$ cat src/rtl/sna_pkg.sv
// Shared SNA definitions: flit field layout, flit type codes and request FSM states.
// Used by the request path, the response path and the tests.
package sna_pkg;

    localparam int SNA_FLIT_W = 37;
    localparam int TYPE_MSB   = 36;
    localparam int TYPE_LSB   = 35;
    localparam int VC_MSB     = 34;
    localparam int VC_LSB     = 32;
    localparam int VC_W       = VC_MSB - VC_LSB + 1;
    localparam int PAYLOAD_W  = 32;

    typedef enum logic [1:0] {
        FLIT_HDR_RD = 2'b00,
        FLIT_HDR_WR = 2'b01,
        FLIT_BODY   = 2'b10,
        FLIT_TAIL   = 2'b11
    } flit_type_e;

    typedef enum logic [2:0] {
        ST_IDLE        = 3'd0,
        ST_WAIT_TAIL_R = 3'd1,
        ST_WAIT_BODY   = 3'd2,
        ST_WAIT_TAIL_W = 3'd3,
        ST_ISSUE_AR    = 3'd4,
        ST_ISSUE_W     = 3'd5,
        ST_WAIT_RESP   = 3'd6
    } sna_state_e;

endpackage

$ cat src/rtl/sna_flit_decode.sv
// Combinational split of a NoC flit into type, VC id and payload.
module sna_flit_decode
    import sna_pkg::*;
#(
    parameter int FLIT_W = SNA_FLIT_W
) (
    input  logic [FLIT_W-1:0]    flit,
    output flit_type_e           ftype,
    output logic [VC_W-1:0]      vc,
    output logic [PAYLOAD_W-1:0] payload
);

    assign ftype   = flit_type_e'(flit[TYPE_MSB:TYPE_LSB]);
    assign vc      = flit[VC_MSB:VC_LSB];
    assign payload = flit[PAYLOAD_W-1:0];

endmodule

$ cat src/rtl/sna_request.sv
// SNA request path: collects a NoC read/write packet and issues it as one AXI4-Lite
// request, holding off the NoC until the response path reports completion.
module sna_request
    import sna_pkg::*;
#(
    parameter int FLIT_W = SNA_FLIT_W,
    parameter int ADDR_W = 32,
    parameter int NUM_VC = 8
) (
    input  logic              clock,
    input  logic              reset,
    input  logic [FLIT_W-1:0] noc_data,
    input  logic              is_valid,
    output logic [NUM_VC-1:0] is_on_off,
    output logic [ADDR_W-1:0] awaddr,
    output logic [2:0]        awprot,
    output logic              awvalid,
    input  logic              awready,
    output logic [ADDR_W-1:0] wdata,
    output logic [3:0]        wstrb,
    output logic              wvalid,
    input  logic              wready,
    output logic [ADDR_W-1:0] araddr,
    output logic [2:0]        arprot,
    output logic              arvalid,
    input  logic              arready,
    input  logic              resp_done,
    output logic [2:0]        req_vc,
    output logic              req_is_write,
    output logic              proto_err
);

    flit_type_e           ftype;
    logic [VC_W-1:0]      fvc;
    logic [PAYLOAD_W-1:0] payload;

    sna_flit_decode #(.FLIT_W(FLIT_W)) u_decode (
        .flit    (noc_data),
        .ftype   (ftype),
        .vc      (fvc),
        .payload (payload)
    );

    sna_state_e        state, nxt_state;
    logic [ADDR_W-1:0] nxt_awaddr, nxt_araddr, nxt_wdata;
    logic [3:0]        nxt_wstrb;
    logic [2:0]        nxt_req_vc;
    logic              nxt_req_is_write;
    logic              nxt_awvalid, nxt_wvalid, nxt_arvalid, nxt_err;
    logic              vc_match;

    assign awprot   = 3'b000;
    assign arprot   = 3'b000;
    assign vc_match = (fvc == req_vc);

    always_comb begin
        case (state)
            ST_IDLE, ST_WAIT_TAIL_R, ST_WAIT_BODY, ST_WAIT_TAIL_W: is_on_off = '1;
            default:                                               is_on_off = '0;
        endcase
    end

    always_comb begin
        nxt_state        = state;
        nxt_awaddr       = awaddr;
        nxt_araddr       = araddr;
        nxt_wdata        = wdata;
        nxt_wstrb        = wstrb;
        nxt_req_vc       = req_vc;
        nxt_req_is_write = req_is_write;
        nxt_awvalid      = awvalid;
        nxt_wvalid       = wvalid;
        nxt_arvalid      = arvalid;
        nxt_err          = 1'b0;
        case (state)
            ST_IDLE: begin
                if (is_valid) begin
                    if (ftype == FLIT_HDR_RD || ftype == FLIT_HDR_WR) begin
                        nxt_req_vc       = fvc;
                        nxt_req_is_write = (ftype == FLIT_HDR_WR);
                        if (ftype == FLIT_HDR_WR) begin
                            nxt_awaddr = ADDR_W'(payload);
                            nxt_state  = ST_WAIT_BODY;
                        end else begin
                            nxt_araddr = ADDR_W'(payload);
                            nxt_state  = ST_WAIT_TAIL_R;
                        end
                    end else begin
                        nxt_err = 1'b1;
                    end
                end
            end
            ST_WAIT_TAIL_R: begin
                if (is_valid) begin
                    if (ftype == FLIT_TAIL && vc_match) begin
                        nxt_arvalid = 1'b1;
                        nxt_state   = ST_ISSUE_AR;
                    end else begin
                        nxt_err   = 1'b1;
                        nxt_state = ST_IDLE;
                    end
                end
            end
            ST_WAIT_BODY: begin
                if (is_valid) begin
                    if (ftype == FLIT_BODY && vc_match) begin
                        nxt_wdata = ADDR_W'(payload);
                        nxt_state = ST_WAIT_TAIL_W;
                    end else begin
                        nxt_err   = 1'b1;
                        nxt_state = ST_IDLE;
                    end
                end
            end
            ST_WAIT_TAIL_W: begin
                if (is_valid) begin
                    if (ftype == FLIT_TAIL && vc_match) begin
                        nxt_wstrb   = payload[3:0];
                        nxt_awvalid = 1'b1;
                        nxt_wvalid  = 1'b1;
                        nxt_state   = ST_ISSUE_W;
                    end else begin
                        nxt_err   = 1'b1;
                        nxt_state = ST_IDLE;
                    end
                end
            end
            ST_ISSUE_AR: begin
                nxt_err = is_valid;
                if (arready) begin
                    nxt_arvalid = 1'b0;
                    nxt_state   = ST_WAIT_RESP;
                end
            end
            ST_ISSUE_W: begin
                // Each valid clears on its own handshake; leave once neither remains pending.
                nxt_err     = is_valid;
                nxt_awvalid = awvalid & ~awready;
                nxt_wvalid  = wvalid & ~wready;
                if (!nxt_awvalid && !nxt_wvalid) nxt_state = ST_WAIT_RESP;
            end
            ST_WAIT_RESP: begin
                nxt_err = is_valid;
                if (resp_done) nxt_state = ST_IDLE;
            end
            default: nxt_state = ST_IDLE;
        endcase
    end

    always_ff @(posedge clock or posedge reset) begin
        if (reset) begin
            state        <= ST_IDLE;
            awaddr       <= '0;
            araddr       <= '0;
            wdata        <= '0;
            wstrb        <= '0;
            req_vc       <= '0;
            req_is_write <= 1'b0;
            awvalid      <= 1'b0;
            wvalid       <= 1'b0;
            arvalid      <= 1'b0;
            proto_err    <= 1'b0;
        end else begin
            state        <= nxt_state;
            awaddr       <= nxt_awaddr;
            araddr       <= nxt_araddr;
            wdata        <= nxt_wdata;
            wstrb        <= nxt_wstrb;
            req_vc       <= nxt_req_vc;
            req_is_write <= nxt_req_is_write;
            awvalid      <= nxt_awvalid;
            wvalid       <= nxt_wvalid;
            arvalid      <= nxt_arvalid;
            proto_err    <= nxt_err;
        end
    end

endmodule

$ cat config.mk
export PLATFORM = sky130hd
export DESIGN_NAME = sna_request
export DESIGN_NICKNAME = d
export VERILOG_FILES = /design/src/rtl/sna_pkg.sv /design/src/rtl/sna_flit_decode.sv /design/src/rtl/sna_request.sv
export SDC_FILE = /design/constraint.sdc
export NUM_CORES = 1
export LEC_CHECK = 0
export ABC_CLOCK_PERIOD_IN_PS = 5600
export CAP_MARGIN = 10
export CORE_MARGIN = 1.5
export CORE_UTILIZATION = 30
export DETAILED_ROUTE_END_ITERATION = 8
export GPL_TIMING_DRIVEN = 0
export HOLD_SLACK_MARGIN = 0.1
export PLACE_DENSITY = 0.65
export SLEW_MARGIN = 5
export SYNTH_ARGS = -nofsm -noshare
export SYNTH_HDL_FRONTEND = slang
export SYNTH_SLANG_ARGS = --single-unit
$ cat constraint.sdc
create_clock -name clock -period 5.6 [get_ports clock]
set_input_delay 1.68 -clock clock [delete_from_list [all_inputs] [get_ports clock]]
set_output_delay 1.68 -clock clock [all_outputs]
set_load 0.02 [all_outputs]
==> flow_summary_export.csv <==
group,metric,value,unit
sta,setup_viol,0,
sta,final.period_utilization,0.634,
die,io_pins,166,
routing,postRouteAntennaNets,0,
routing,vias_per_cell,4.57,
clocking,cts_buffers,9,
routing,drt_iter0_drc,129,
synthesis,synthDominantCellAreaShare,0.599,
place,numPortBuffers,158,
place,gp_congestion,0.788,
sta,tightestPinTransition,0.525,ns
global_routing,grt_pass1_wl,17.7,mm
final_layout,final_common_cell,"clkdlybuf4s50_1",
flow_run,cap_violations,0,
synthesis,yosys_warnings,0,
clocking,cts_resized,0,
synthesis,synth_cell_types,33,
power_and_ir_drop,p_sw,1.28,mW
power_and_ir_drop,switching_share,0.339,
clocking,clk_pin_slew,0.07,ns
clocking,cts_max_level,3,
sta,finalHoldViolCount,0,
global_routing,gr-total-overflow,0,
die,core_area,0.0151,mm^2
clocking,cts_root_buffer,"clkbuf_16",
status,status,"complete, no violations",
final_layout,drive_gt1_frac,0.313,
power_and_ir_drop,pwr-share-comb,0.468,
final_layout,antenna_cells,0,
sta,grt_setup_unrepaired,"no",
hold_path,hold_class,"reg -> reg",
die,die_area,0.0162,mm^2
clocking,cts_sinks,111,
die,fp.dieH,127,um
routing,totalWireLength,11.1,mm
power_and_ir_drop,power_density,552,mW/mm^2
final_layout,fillers,1371,
synthesis,syn_area,0.00464,mm^2
die,dieWidth,127,um
power_and_ir_drop,max-vdd-ir-drop,0.245,mV
clocking,post-cts-setup-buffers,0,
die,initial_utilization,0.306,
sta,slew_violations,0,
sta,finClkSkew,0.0104,ns
worst_setup_path,cp.required,3.92,ns
worst_setup_path,end_kind,"output pin",
clocking,cts_tree,"built",
die,row_count,45,
clocking,postCtsHoldBufs,0,
clocking,cts_buffer_depth,2,
synthesis,seq_area_frac_synth,0.599,
synthesis,synth.avg_cell_area,15.5,um^2
sta,maxSlewHeadroom,0.647,
worst_setup_path,critPathMaxFanout,12,
power_and_ir_drop,finalPower,3.77,mW
sta,period_minus_slack,3.55,ns
final_layout,finalNetCount,519,
global_routing,antenna_found_initial,0,
global_routing,grt_max_degree,59,
power_and_ir_drop,internal_power,2.49,mW
routing,dr.pass1.iters,4,
power_and_ir_drop,pwr-share-clk,0.183,
power_and_ir_drop,pwr-share-seq,0.348,
routing,vias,3053,
final_layout,area_delta_synth_final,47.2,%
clocking,clk_latency,0.35,ns
sta,fin_tns_setup,0,ns
sta,max_freq,0.282,GHz
power_and_ir_drop,leakage,3.12,nW
synthesis,yosysTopAreaCell,"dfrtp_1",
global_routing,grt_usage,0.142,
routing,wire_per_inst,16.6,um
worst_setup_path,worstSetupPathType,"reg -> out",
worst_setup_path,worstSetupStartpointType,"flop",
worst_setup_path,worstPathArrival,1.87,ns
synthesis,yosys-top-cells-area,"dfrtp_1 (60%), mux2_2 (17%), mux2_4 (10%)",
final_layout,mostFrequentLayoutCells,"clkdlybuf4s50_1 (158), dfrtp_1 (111), mux2_2 (72)",
synthesis,syn_inst,300,
routing,drc,0,
synthesis,ys_seq_elements,111,
global_routing,grt_pass1_vias,3283,
place,place_hpwl,8.04,mm
sta,holdWs,0.495,ns
-- cell families after synthesis --
kind of cell,Yosys count,share of synthesized area
AND/OR/NAND/NOR,28,0.0388
multiplexers,103,0.275
flip-flops,111,0.599
AO/OA/AOI/OAI,23,0.0345
other,1,0.000808
buffers and inverters,31,0.0464
XOR/XNOR,3,0.00566
-- synthesized netlist by cell type --
library cell  number
nor2b_1            2
conb_1             1
a21o_4             1
nand3_2            1
nor2_1             3
o22a_1             1
a211o_1            1
nor2_2             1
mux2_2            72
buf_6              6
a21oi_1            4
buf_2              4
o21ai_0            4
nand2_1            9
a21o_1             3
xnor2_1            3
nand2_2            1
or3_1              1
and3b_1            1
nor3_1             4
mux2_4            31
nand4_2            1
clkbuf_1           3
dfrtp_1          111
nor4_4             2
inv_1              5
buf_4             13
nand3_1            2
a32oi_1            1
o22ai_1            1
o311a_1            1
o31ai_1            2
a31oi_1            4
-- final timing paths --
kind                               from           end  slack [ns]  cells after the start
max                            state[2]  is_on_off[4]        2.05                      3
min                        req_is_write  req_is_write        0.49                      2
max reg2reg                   req_vc[1]      wstrb[0]        3.66                      4
min reg2reg                req_is_write  req_is_write        0.49                      2
max in group asynchronous         reset     wdata[18]        3.17                      3
min in group asynchronous         reset      wdata[6]        1.76                      2
-- final cells by class --
class                      instances  area, um^2  area share
buffer                            26         196      0.0288
clock buffer                      11         243      0.0355
clock inverter                     5        78.8      0.0115
inverter                           5        23.8     0.00348
multi-input combinational        163        1670       0.244
sequential                       111        2780       0.407
tap                              188         235      0.0344
timing repair buffer             159        1610       0.236
-- routing by layer --
| metal | routed length [um] | up-vias | global-route usage |
|---|---|---|---|
| met5 | 0 | - | 0 |
| met4 | 117 | 0 | 0.0374 |
| met3 | 775 | 12 | 0.0561 |
| met2 | 5490 | 111 | 0.236 |
| met1 | 4720 | 1544 | 0.171 |
| li1 | - | 1386 | - |
-- state kept, by name, summed over array words and instances, names as in the netlist, 3 cells and up --
| register | flops |
|---|---|
| wdata | 32 |
| req_vc | 3 |
| state | 3 |
| wstrb | 4 |
| awaddr | 32 |
| araddr | 32 |
-- per-stage QoR --
step,setup slack (ns),cells,instance area (um^2),util
floorplan,0.989,305,4660,-
global placement,-0.652,651,6470,0.428
detailed placement,1.93,652,6510,0.430
CTS,2.02,668,6830,0.451
global route,1.94,668,6830,0.451
finish,2.05,668,6830,0.451
-- power by group through the flow --
stage / clock network, mW / logic (mW) / registers [mW]
2_1_floorplan: 0 / 0.563 / 1.69
3_3_place_gp: 0 / 1.76 / 1.31
3_5_place_dp: 0 / 1.79 / 1.33
4_1_cts: 0.721 / 1.79 / 1.32
5_1_grt: 0.752 / 1.87 / 1.35
6_report: 0.692 / 1.77 / 1.31
-- critical path, cell delays in order, from the launching register on --
cell and delay [ns]:
dfrtp_1 0.45, inv_1 0.31, buf_4 0.17, clkdlybuf4s50_1 0.60
Power figures use the tool's default switching activity.
